<file path="src/rtl/fb_pkg.sv">
// Shared framebuffer constants and the grant / clear-state encodings used by
// the port arbiter and its bench.
package fb_pkg;
  localparam int FB_AW    = 16;
  localparam int FB_DW    = 12;
  localparam int FB_WORDS = 57344;

  typedef enum logic [1:0] {GNT_IDLE, GNT_RD, GNT_WR, GNT_CLR} grant_e;
  typedef enum logic {CLR_IDLE, CLR_FILL} clr_state_e;
endpackage

</file>
<file path="src/rtl/fb_port_arbiter_if.sv">
// Requester-side bundle of the framebuffer arbiter: scanout reads, capture
// writes and the clear-engine control. master = requesters, slave = arbiter.
interface fb_port_arbiter_if #(
  parameter int AW = fb_pkg::FB_AW,
  parameter int DW = fb_pkg::FB_DW
);
  logic          rd_req;
  logic [AW-1:0] rd_addr;
  logic          rd_ack;
  logic          rd_valid;
  logic [DW-1:0] rd_data;
  logic          wr_valid;
  logic [AW-1:0] wr_addr;
  logic [DW-1:0] wr_data;
  logic          wr_ready;
  logic          clear_start;
  logic [DW-1:0] clear_color;
  logic          clear_busy;
  logic          clear_done;

  modport master (
    output rd_req, rd_addr, wr_valid, wr_addr, wr_data, clear_start, clear_color,
    input  rd_ack, rd_valid, rd_data, wr_ready, clear_busy, clear_done
  );

  modport slave (
    input  rd_req, rd_addr, wr_valid, wr_addr, wr_data, clear_start, clear_color,
    output rd_ack, rd_valid, rd_data, wr_ready, clear_busy, clear_done
  );
endinterface

</file>
<file path="src/rtl/fb_wr_fifo.sv">
// Small synchronous FIFO buffering capture writes. The head entry is visible
// combinationally so the arbiter can issue it in the same cycle it pops.
module fb_wr_fifo #(
  parameter int DEPTH = 4,
  parameter int W     = 28
) (
  input  logic                   clk,
  input  logic                   reset,
  input  logic                   push,
  input  logic [W-1:0]           push_data,
  input  logic                   pop,
  output logic [W-1:0]           head_data,
  output logic [$clog2(DEPTH):0] count,
  output logic                   full,
  output logic                   empty
);
  localparam int PW = $clog2(DEPTH);
  localparam logic [PW:0] FULL_CNT = (PW+1)'(DEPTH);

  logic [W-1:0]  mem [DEPTH];
  logic [PW-1:0] wr_ptr_reg;
  logic [PW-1:0] rd_ptr_reg;
  logic [PW:0]   count_reg;
  logic          do_push;
  logic          do_pop;

  assign full      = (count_reg == FULL_CNT);
  assign empty     = (count_reg == '0);
  assign count     = count_reg;
  assign head_data = mem[rd_ptr_reg];

  // A full FIFO refuses pushes even when it pops in the same cycle.
  assign do_push = push && !full;
  assign do_pop  = pop && !empty;

  always_ff @(posedge clk) begin
    if (do_push) mem[wr_ptr_reg] <= push_data;
  end

  always_ff @(posedge clk or posedge reset) begin
    if (reset) begin
      wr_ptr_reg <= '0;
      rd_ptr_reg <= '0;
      count_reg  <= '0;
    end else begin
      if (do_push) wr_ptr_reg <= wr_ptr_reg + 1'b1;
      if (do_pop)  rd_ptr_reg <= rd_ptr_reg + 1'b1;
      case ({do_push, do_pop})
        2'b10:   count_reg <= count_reg + 1'b1;
        2'b01:   count_reg <= count_reg - 1'b1;
        default: count_reg <= count_reg;
      endcase
    end
  end
endmodule

</file>
<file path="src/rtl/fb_port_arbiter.sv">
// Single-port framebuffer arbiter: one RAM access per cycle shared between
// scanout reads, buffered capture writes and a constant-colour clear engine.
module fb_port_arbiter
  import fb_pkg::*;
#(
  parameter int AW          = FB_AW,
  parameter int DW          = FB_DW,
  parameter int WFIFO_DEPTH = 4,
  parameter int MAX_RD_RUN  = 8,
  parameter int CLEAR_LAST  = FB_WORDS - 1
) (
  input  logic           clk,
  input  logic           reset,
  fb_port_arbiter_if.slave bus,
  output logic [AW-1:0]  ram_addr,
  output logic           ram_we,
  output logic [DW-1:0]  ram_wdata,
  input  logic [DW-1:0]  ram_rdata
);
  localparam int CW = $clog2(WFIFO_DEPTH) + 1;
  localparam int RW = $clog2(MAX_RD_RUN + 1);
  localparam logic [CW-1:0] FIFO_FULL_CNT = CW'(WFIFO_DEPTH);
  localparam logic [RW-1:0] RUN_MAX       = RW'(MAX_RD_RUN);
  localparam logic [AW-1:0] CLR_LAST_A    = AW'(CLEAR_LAST);

  grant_e        grant;
  logic [AW+DW-1:0] fifo_head;
  logic [CW-1:0] fifo_count;
  logic          fifo_full;
  logic          fifo_empty;
  logic [AW-1:0] head_addr;
  logic [DW-1:0] head_data;

  logic          rd_valid_reg;
  logic [RW-1:0] rd_run_reg;
  clr_state_e    clr_state_reg;
  logic [AW-1:0] clr_addr_reg;
  logic [DW-1:0] clr_color_reg;
  logic          clr_done_reg;

  fb_wr_fifo #(
    .DEPTH (WFIFO_DEPTH),
    .W     (AW + DW)
  ) u_wr_fifo (
    .clk       (clk),
    .reset     (reset),
    .push      (bus.wr_valid && bus.wr_ready),
    .push_data ({bus.wr_addr, bus.wr_data}),
    .pop       (grant == GNT_WR),
    .head_data (fifo_head),
    .count     (fifo_count),
    .full      (fifo_full),
    .empty     (fifo_empty)
  );

  assign head_addr = fifo_head[AW+DW-1:DW];
  assign head_data = fifo_head[DW-1:0];

  // Writes jump the read queue when the FIFO is full or reads have had their run.
  always_comb begin
    grant = GNT_IDLE;
    if (fifo_full || (!fifo_empty && rd_run_reg == RUN_MAX)) grant = GNT_WR;
    else if (bus.rd_req)                                     grant = GNT_RD;
    else if (!fifo_empty)                                    grant = GNT_WR;
    else if (clr_state_reg == CLR_FILL)                      grant = GNT_CLR;
  end

  always_comb begin
    ram_addr  = '0;
    ram_we    = 1'b0;
    ram_wdata = '0;
    case (grant)
      GNT_RD: ram_addr = bus.rd_addr;
      GNT_WR: begin
        ram_addr  = head_addr;
        ram_we    = 1'b1;
        ram_wdata = head_data;
      end
      GNT_CLR: begin
        ram_addr  = clr_addr_reg;
        ram_we    = 1'b1;
        ram_wdata = clr_color_reg;
      end
      default: ;
    endcase
  end

  assign bus.rd_ack     = (grant == GNT_RD);
  assign bus.rd_valid   = rd_valid_reg;
  assign bus.rd_data    = ram_rdata;
  assign bus.wr_ready   = (fifo_count < FIFO_FULL_CNT);
  assign bus.clear_busy = (clr_state_reg == CLR_FILL);
  assign bus.clear_done = clr_done_reg;

  always_ff @(posedge clk or posedge reset) begin
    if (reset) begin
      rd_valid_reg <= 1'b0;
      rd_run_reg   <= '0;
    end else begin
      rd_valid_reg <= (grant == GNT_RD);
      // Only reads that overtake a pending write count towards the run limit.
      if (grant == GNT_WR || fifo_empty)
        rd_run_reg <= '0;
      else if (grant == GNT_RD && rd_run_reg != RUN_MAX)
        rd_run_reg <= rd_run_reg + 1'b1;
    end
  end

  always_ff @(posedge clk or posedge reset) begin
    if (reset) begin
      clr_state_reg <= CLR_IDLE;
      clr_addr_reg  <= '0;
      clr_color_reg <= '0;
      clr_done_reg  <= 1'b0;
    end else begin
      clr_done_reg <= 1'b0;
      case (clr_state_reg)
        CLR_IDLE: begin
          if (bus.clear_start) begin
            clr_state_reg <= CLR_FILL;
            clr_addr_reg  <= '0;
            clr_color_reg <= bus.clear_color;
          end
        end
        CLR_FILL: begin
          if (grant == GNT_CLR) begin
            if (clr_addr_reg == CLR_LAST_A) begin
              clr_state_reg <= CLR_IDLE;
              clr_done_reg  <= 1'b1;
            end else begin
              clr_addr_reg <= clr_addr_reg + 1'b1;
            end
          end
        end
        default: clr_state_reg <= CLR_IDLE;
      endcase
    end
  end
endmodule

</file>
<file path="src/flat_wrapper.sv">
// flat-port wrapper written by rule: the top's interface ports become plain ports
module fb_port_arbiter_flat import fb_pkg::*;
#(
  parameter int AW          = FB_AW,
  parameter int DW          = FB_DW,
  parameter int WFIFO_DEPTH = 4,
  parameter int MAX_RD_RUN  = 8,
  parameter int CLEAR_LAST  = FB_WORDS - 1
)
  (clk, reset, ram_addr, ram_we, ram_wdata, ram_rdata, bus_rd_req, bus_rd_addr, bus_wr_valid, bus_wr_addr, bus_wr_data, bus_clear_start, bus_clear_color, bus_rd_ack, bus_rd_valid, bus_rd_data, bus_wr_ready, bus_clear_busy, bus_clear_done);
  fb_port_arbiter_if #(.AW(AW), .DW(DW)) bus_i ();
  input  logic clk;
  input  logic reset;
  output logic [AW-1:0] ram_addr;
  output logic ram_we;
  output logic [DW-1:0] ram_wdata;
  input  logic [DW-1:0] ram_rdata;
  input wire logic [$bits(bus_i.rd_req)-1:0] bus_rd_req;
  input wire logic [$bits(bus_i.rd_addr)-1:0] bus_rd_addr;
  input wire logic [$bits(bus_i.wr_valid)-1:0] bus_wr_valid;
  input wire logic [$bits(bus_i.wr_addr)-1:0] bus_wr_addr;
  input wire logic [$bits(bus_i.wr_data)-1:0] bus_wr_data;
  input wire logic [$bits(bus_i.clear_start)-1:0] bus_clear_start;
  input wire logic [$bits(bus_i.clear_color)-1:0] bus_clear_color;
  output wire logic [$bits(bus_i.rd_ack)-1:0] bus_rd_ack;
  output wire logic [$bits(bus_i.rd_valid)-1:0] bus_rd_valid;
  output wire logic [$bits(bus_i.rd_data)-1:0] bus_rd_data;
  output wire logic [$bits(bus_i.wr_ready)-1:0] bus_wr_ready;
  output wire logic [$bits(bus_i.clear_busy)-1:0] bus_clear_busy;
  output wire logic [$bits(bus_i.clear_done)-1:0] bus_clear_done;
  assign bus_i.rd_req = bus_rd_req;
  assign bus_i.rd_addr = bus_rd_addr;
  assign bus_i.wr_valid = bus_wr_valid;
  assign bus_i.wr_addr = bus_wr_addr;
  assign bus_i.wr_data = bus_wr_data;
  assign bus_i.clear_start = bus_clear_start;
  assign bus_i.clear_color = bus_clear_color;
  assign bus_rd_ack = bus_i.rd_ack;
  assign bus_rd_valid = bus_i.rd_valid;
  assign bus_rd_data = bus_i.rd_data;
  assign bus_wr_ready = bus_i.wr_ready;
  assign bus_clear_busy = bus_i.clear_busy;
  assign bus_clear_done = bus_i.clear_done;
  fb_port_arbiter #(.AW(AW), .DW(DW), .WFIFO_DEPTH(WFIFO_DEPTH), .MAX_RD_RUN(MAX_RD_RUN), .CLEAR_LAST(CLEAR_LAST)) u_core (.clk(clk), .reset(reset), .bus(bus_i), .ram_addr(ram_addr), .ram_we(ram_we), .ram_wdata(ram_wdata), .ram_rdata(ram_rdata));
endmodule
</file>
<file path="config.mk">
export PLATFORM = sky130hd
export DESIGN_NAME = fb_port_arbiter_flat
export DESIGN_NICKNAME = d
export VERILOG_FILES = /design/src/rtl/fb_pkg.sv /design/src/rtl/fb_port_arbiter_if.sv /design/src/rtl/fb_wr_fifo.sv /design/src/rtl/fb_port_arbiter.sv /design/src/flat_wrapper.sv
export SDC_FILE = /design/constraint.sdc
export NUM_CORES = 1
export LEC_CHECK = 0
export BUFFER_PORTS_ARGS = -buffer_cell sky130_fd_sc_hd__buf_2
export CORE_MARGIN = 5
export CORE_UTILIZATION = 50
export DETAILED_ROUTE_END_ITERATION = 8
export HOLD_SLACK_MARGIN = 0.05
export PLACE_DENSITY = 0.73
export RECOVER_POWER = 25
export SETUP_SLACK_MARGIN = 0.4
export SLEW_MARGIN = 15
export SYNTH_ARGS = -nofsm -noshare
export SYNTH_HDL_FRONTEND = slang
export SYNTH_SLANG_ARGS = --single-unit
</file>
<file path="constraint.sdc">
create_clock -name clk -period 2.9 [get_ports clk]
set_clock_uncertainty 0.1 [all_clocks]
set_input_delay 0.58 -clock clk [delete_from_list [all_inputs] [get_ports clk]]
set_output_delay 0.58 -clock clk [all_outputs]
set_load 0.01 [all_outputs]
</file>
==> summary.md, run 1 <==
| Metric | Value |
|---|---|
| Die Area | `15700 µm²` |
| Routed Antenna Nets | `0` |
| Overflow after GRT | `0` |
| Max reg flops | `about 110` |
| Pins Over Slew Limit | `0` |
| Met1 usage | `0.248` |
| Most frequent cells in the layout | `edfxtp_1 (112), buf_2 (71), nand2_1 (67)` |
| Final min period | `between 2 and 3 ns` |
| Filler cells | `between 900 and 1000` |
| Post-synth top area share | `0.504` |
| Largest family of logic cells by synthesized area | `multiplexers` |
| Fin nets | `approximately 640` |
| Area grow syn2layout | `23.4%` |
| Core ar. | `about 13000 µm²` |
| Crit Path Category | `register to output pin` |
| RSZ-0062 raised after global routing | `true` |
| Number of synthesized flops with an enable pin | `approximately 110` |
| Multi-input gate area | `2130 µm²` |
| Avg Vias per Cell | `5.72` |
| Crit path required time | `about 2.2 ns` |
| Synthesis Warnings | `0` |
| Critical path peak fanout | `11` |
| I/O Pins | `119` |
| Initial DRC count | `about 400` |
| Adder-Cell Fraction of Synth Area | `0.0180` |
| Async SR Flop Fraction | `0.273` |
| GRT met3 Usage | `0.0520` |
| Num CTS Buffers | `17` |
| Synthesized area | `around 6700 µm²` |
| Syn_nets | `approximately 540` |
| Netlist cell types | `46` |
| Busiest grt layer | `met2` |
| Pwr Density | `between 900 and 1000 nW/µm²` |
| Met2 usage in global routing | `0.327` |
| Layout cell share with drive strength beyond 1 | `0.318` |
| CTS tree | `yes` |
| Final setup viols | `0` |
| Clk Latency, worst-skew pair | `between 0.4 and 0.5 ns` |
| Cell Rows | `42` |
| Hold crit path type | `input pin to asynchronous set/reset pin` |
| CTS Buffer Depth | `2` |
| Initial Utilization | `0.508` |
| Die Span Y | `between 100 and 150 µm` |
| Sequential element share of the synthesized area | `0.662` |
| Fmax | `approximately 350 MHz` |
| Port-buffer cells | `94` |
| VDD IR max | `around 0.52 mV` |
| Simple-Gate Fraction of Synth Area | `0.0966` |
| Max stage delay on crit path | `between 0.4 and 0.5 ns` |
| Largest area contributor in the netlist | `edfxtp_1` |
| Pin count of the biggest net entering global routing | `30` |
| Final TNS setup | `0 ns` |
| Commonest non-fill, non-tap cell in the layout | `edfxtp_1` |
| Setup crit start kind | `register` |
| Rel. slew slack | `0.334` |
| GP Congestion | `between 0.8 and 0.9` |
| Synth Area in XOR/XNOR | `0.00919` |
| Final Cycle Share | `0.981` |
| GRT Resource Usage Total | `0.198` |
| Worst-Margin Slew | `0.994 ns` |
| CP Cell Sequence | `nor3_4 -> a21oi_4 -> buf_12 -> bufbuf_16 -> a221o_1 -> buf_2` |
| Antenna cells | `0` |
| FF+latch count, synth | `around 150` |
| Total number of vias | `approximately 4300` |
| Syn Area/Cell | `around 15 µm²` |
| Register Area | `4420 µm²` |
| WP data arrival | `around 2.2 ns` |
| Max_cap viols | `0` |
| Status | `finished, final reports clean` |
| Reg clk slew, reported paths | `roughly 0.060 ns` |
| WL per Instance | `20.2 µm` |
| First drt pass iteration count | `6` |
| WL final | `between 15000 and 20000 µm` |
| Die W | `around 130 µm` |
| Vias in the first global route | `4514` |
| Mux contribution to synthesized area | `0.102` |
| Htree depth | `4` |
| CTS sink cnt | `around 150` |
| Syn Inst Count | `about 450` |
| Post-synth top flop | `edfxtp_1` |
| Top post-synthesis cells by area | `edfxtp_1 (50%), dfrtp_1 (16%), mux4_2 (9.5%)` |
| Critical path's slowest cell | `dfrtp_2` |
| Clock root buffer | `clkbuf_16` |
| # DRC | `0` |
| Final hold violation count | `0` |
| LEAKAGE | `between 3 and 4 nW` |
| Post-place instance area | `7330 µm²` |
| Post-Layout Inst Area | `8230 µm²` |
| Number of antenna violations at the first check in global routing | `2` |
| Compound-Gate Fraction of Synth Area | `0.0779` |
| First-pass GRT wire length | `approximately 24000 µm` |
| Critical Path Sink Type | `output pin` |
| Final HPWL DP | `a little under 10000 µm` |
[cell usage after synthesis (2+ instances only)]
cell / instances
a21oi_1: 11
a221o_1: 16
a22o_1: 13
a31oi_1: 6
and2_1: 6
and3_1: 2
and4_1: 2
buf_1: 4
buf_2: 6
buf_4: 12
clkbuf_1: 13
dfrtp_1: 42
edfxtp_1: 112
ha_1: 8
inv_1: 12
mux2i_1: 5
mux4_2: 28
nand2_1: 67
nand2b_1: 2
nand3_1: 7
nand3b_1: 2
nand4_1: 6
nor2_1: 27
nor2b_1: 2
nor4_2: 2
o211ai_1: 3
o21ai_0: 12
or4_1: 3
xnor2_1: 5
xor2_1: 2
[worst max-delay path, delay by kind of cell, from the launching register on]
kind	cells	cell delay [ns]
buffers and inverters	3	0.57
and+or+nand+nor	1	0.32
AOI/OAI and AO/OA	2	0.39
DFF	1	0.46
[layer usage]
layer | up-vias | wire length, µm
li1 | 1941 | -
met1 | 2158 | 6030
met2 | 167 | 7870
met3 | 29 | 897
met4 | 4 | 362
met5 | - | 27
[repair_timing]
item	CTS	global route
buffers inserted	10	1
hold buffers	0	0
hold endpoints to repair	0	0
cloned	4	0
gates resized for setup	22	11
pin swaps	6	9
setup endpoints to repair	30	33
[through the flow]
stage	utilization	setup slack (ns)	power (mW)	std cells	hold WS, ns
6_report	0.626	0.0559	7.98	751	0.166
3_3_place_gp	0.558	0.392	5.30	704	0.359
2_1_floorplan	-	0.411	4.50	454	0.346
4_1_cts	0.625	0.0580	7.99	750	0.171
3_5_place_dp	0.558	0.295	5.38	704	0.365
5_1_grt	0.626	-0.0336	8.36	751	0.222
[layout make-up]
class | instances | area share
flip-flops and latches | 154 | 0.537
clock inverters | 15 | 0.0169
inverters | 12 | 0.00548
repair buffers | 124 | 0.104
multi-input cells | 253 | 0.259
well taps | 176 | 0.0268
clock buffers | 17 | 0.0517
[power by group]
group / switching [mW] / leakage [nW] / internal (mW)
Sequential: 0.220 / 1.55 / 2.73
Clock: 0.895 / 0.270 / 1.19
Combinational: 1.43 / 1.39 / 1.51
[kinds of logic after synthesis]
kind of cell | after synthesis
fa+ha+maj | 9
flops | 154
xor+xnor | 7
compound gates | 69
buf+inv | 47
mux | 33
simple gates | 135
[path summary, 6_finish.rpt]
path | startpoint | cells after the start | endpoint | slack (ns)
max reg2reg | u_core.rd_run_reg[0] | 12 | u_core.u_wr_fifo.count[2] | 0.38
min | reset | 2 | u_core.clr_color_reg[8] | 0.17
min in group clk | bus_clear_color[0] | 3 | u_core.clr_color_reg[0] | 0.25
min reg2reg | u_core.clr_color_reg[2] | 2 | u_core.clr_color_reg[2] | 0.38
max in group asynchronous | reset | 3 | u_core.u_wr_fifo.count[1] | 1.81
max | u_core.u_wr_fifo.count[1] | 6 | ram_addr[11] | 0.06
(Power assumes the default switching activity.)
==> run 2: changes to the inputs <==
--- a/config.mk
+++ b/config.mk
@@ -8,6 +8,7 @@
 export BUFFER_PORTS_ARGS = -buffer_cell sky130_fd_sc_hd__buf_2
 export CORE_MARGIN = 5
 export CORE_UTILIZATION = 50
+export CTS_BUF_LIST = sky130_fd_sc_hd__clkbuf_4
 export DETAILED_ROUTE_END_ITERATION = 8
 export HOLD_SLACK_MARGIN = 0.05
 export PLACE_DENSITY = 0.73
==> summary.md, run 2 (synthesis results as in run 1) <==
| Metric | Value |
|---|---|
| Die Area | `15700 µm² (unchanged)` |
| Status | `finished, violations left (was finished, final reports clean)` |
| Pin count of the biggest net entering global routing | `30 (unchanged)` |
| Worst-Margin Slew | `0.966 ns (was 0.994 ns)` |
| Critical Path Sink Type | `output pin (unchanged)` |
| Core ar. | `13100 µm² (unchanged)` |
| Initial Utilization | `0.508 (unchanged)` |
| WP data arrival | `2.35 ns (was 2.16 ns)` |
| WL per Instance | `19.6 µm (was 20.2 µm)` |
| VDD IR max | `0.353 mV (was 0.518 mV)` |
| Fmax | `330 MHz (was 352 MHz)` |
| First-pass GRT wire length | `23300 µm (was 24000 µm)` |
| Filler cells | `1008 (was 978)` |
| Number of antenna violations at the first check in global routing | `3 (was 2)` |
| CTS tree | `yes (unchanged)` |
| CTS Buffer Depth | `2 (unchanged)` |
| Clk Latency, worst-skew pair | `0.55 ns (was 0.41 ns)` |
| GRT met3 Usage | `0.0580 (was 0.0520)` |
| Num CTS Buffers | `17 (unchanged)` |
| GRT Resource Usage Total | `0.192 (was 0.198)` |
| Fin nets | `648 (was 644)` |
| Setup WS post-layout | `-0.126 ns (was 0.0559 ns)` |
| Final min period | `3.03 ns (was 2.84 ns)` |
| Place WS | `0.295 ns (unchanged)` |
| Crit path required time | `2.22 ns (about the same)` |
| Reg clk slew, reported paths | `0.15 ns (was 0.06 ns)` |
| Avg Vias per Cell | `5.66 (was 5.72)` |
| Layout cell share with drive strength beyond 1 | `0.321 (was 0.318)` |
| WL final | `14800 µm (was 15200 µm)` |
| Final Cycle Share | `1.04 (was 0.981)` |
| Rel. slew slack | `0.352 (was 0.334)` |
| CTS sink cnt | `154 (unchanged)` |
| Routed Antenna Nets | `0 (unchanged)` |
| Fin util | `0.606 (was 0.626)` |
| Failing checks | `setup timing` |
| CP Cell Sequence | `nor3_4 -> a21oi_4 -> buf_12 -> bufbuf_16 -> a221o_1 -> buf_2 (unchanged)` |
| Worst Path Buf+Inv | `3 (unchanged)` |
| Hold crit path type | `input pin to register (was input pin to asynchronous set/reset pin)` |
| I/O Pins | `119 (unchanged)` |
| Multi-input gate area | `2160 µm² (was 2130 µm²)` |
| Total number of vias | `4278 (was 4299)` |
| Final hold violation count | `0 (unchanged)` |
| CP delay by family, top | `buffers and inverters (unchanged)` |
| Pwr Density | `890 nW/µm² (was 970 nW/µm²)` |
| Critical path's slowest cell | `dfrtp_1 (was dfrtp_2)` |
| LEAKAGE | `3.08 nW (was 3.21 nW)` |
| Final setup viols | `28 (was 0)` |
| Htree depth | `4 (unchanged)` |
| RSZ-0062 raised after global routing | `true (unchanged)` |
| RR Startpoint | `u_core.rd_run_reg[0] (unchanged)` |
| First drt pass iteration count | `7 (was 6)` |
| Vias in the first global route | `4468 (was 4514)` |
| Setup crit start kind | `register (unchanged)` |
| Cell Rows | `42 (unchanged)` |
| Met2 usage in global routing | `0.314 (was 0.327)` |
| Die W | `125 µm (unchanged)` |
| Final TNS setup | `-1.63 ns (was 0 ns)` |
| Die Span Y | `125 µm (unchanged)` |
| GP Congestion | `0.866 (unchanged)` |
| Busiest grt layer | `met2 (unchanged)` |
| Commonest non-fill, non-tap cell in the layout | `edfxtp_1 (unchanged)` |
| Critical path peak fanout | `11 (unchanged)` |
| Pins Over Slew Limit | `0 (unchanged)` |
| Max_cap viols | `0 (unchanged)` |
| Register Area | `4420 µm² (unchanged)` |
| Hold path startpoint | `bus_clear_color[0]` |
| Clock root buffer | `clkbuf_4 (was clkbuf_16)` |
| Max reg flops | `112 (unchanged)` |
| Most frequent cells in the layout | `edfxtp_1 (112), buf_2 (68), nand2_1 (67) (was edfxtp_1 (112), buf_2 (71), nand2_1 (67))` |
| Max stage delay on crit path | `0.50 ns (was 0.46 ns)` |
| Overflow after GRT | `0 (unchanged)` |
| Tot Pwr | `7.08 mW (was 7.98 mW)` |
| # DRC | `0 (unchanged)` |
| Final HPWL DP | `9720 µm (unchanged)` |
| Critical Path Start | `u_core.u_wr_fifo.count[2] (was u_core.u_wr_fifo.count[1])` |
| Hold Slack | `0.120 ns (was 0.166 ns)` |
| Port-buffer cells | `94 (unchanged)` |
| Met1 usage | `0.237 (was 0.248)` |
| Area grow syn2layout | `19.3% (was 23.4%)` |
| Initial DRC count | `413 (was 411)` |
| Crit Path Category | `register to output pin (unchanged)` |
[run 2: worst paths after layout]
check / to / slack [ns] / cells past startpoint
worst max-delay path: ram_addr[14] / -0.13 / 6
worst min-delay path: u_core.clr_color_reg[0] / 0.12 / 3
worst max register to register: u_core.u_wr_fifo.count[2] / 0.39 / 12
worst min register to register: u_core.clr_color_reg[2] / 0.40 / 2
max in group asynchronous: u_core.u_wr_fifo.count[1] / 1.44 / 4
min in group asynchronous: u_core.clr_addr_reg[10] / 0.56 / 3
[run 2: area by class of cell]
| type | count | area share |
|---|---|---|
| well taps | 176 | 0.0277 |
| flip-flops and latches | 154 | 0.555 |
| diodes | 1 | 0.000314 |
| clock inverters | 15 | 0.0175 |
| multi-input cells | 253 | 0.271 |
| clock buffers | 17 | 0.0160 |
| inverters | 12 | 0.00566 |
| repair buffers | 128 | 0.107 |
[run 2: what timing repair did]
item	CTS	global route
pin swaps	5	12
buffers inserted	11	4
hold buffers	1	0
endpoints found under the setup margin	31	34
cloned	3	0
endpoints found under the hold margin	25	0
resized for setup	22	18
[run 2: where the power goes]
part,total (mW),internal (mW),switching (mW)
Combinational,2.89,1.47,1.43
Sequential,2.95,2.72,0.227
Clock,1.24,0.440,0.799
Total,7.08,4.63,2.45
[run 2: metrics by stage]
stage	cells	instance area (µm²)
detailed placement	704	7330
global placement	704	7330
finish	756	7960
global route	756	7960
CTS	751	7890
floorplan	454	6670
[run 2: metal layers]
layer	wire, µm	up-vias
li1	-	1956
met1	6030	2148
met2	7480	139
met4	297	4
met5	27	-
met3	965	31
[run 2: worst register-to-register path: stages, from the launching register on]
cell	delay [ns]
dfrtp_1	0.41
inv_1	0.06
ha_2	0.17
nand3b_1	0.16
a21oi_4	0.23
buf_12	0.15
bufbuf_16	0.27
ha_4	0.13
inv_1	0.05
fa_2	0.33
xor2_1	0.14
nor2_1	0.11
xnor2_1	0.12
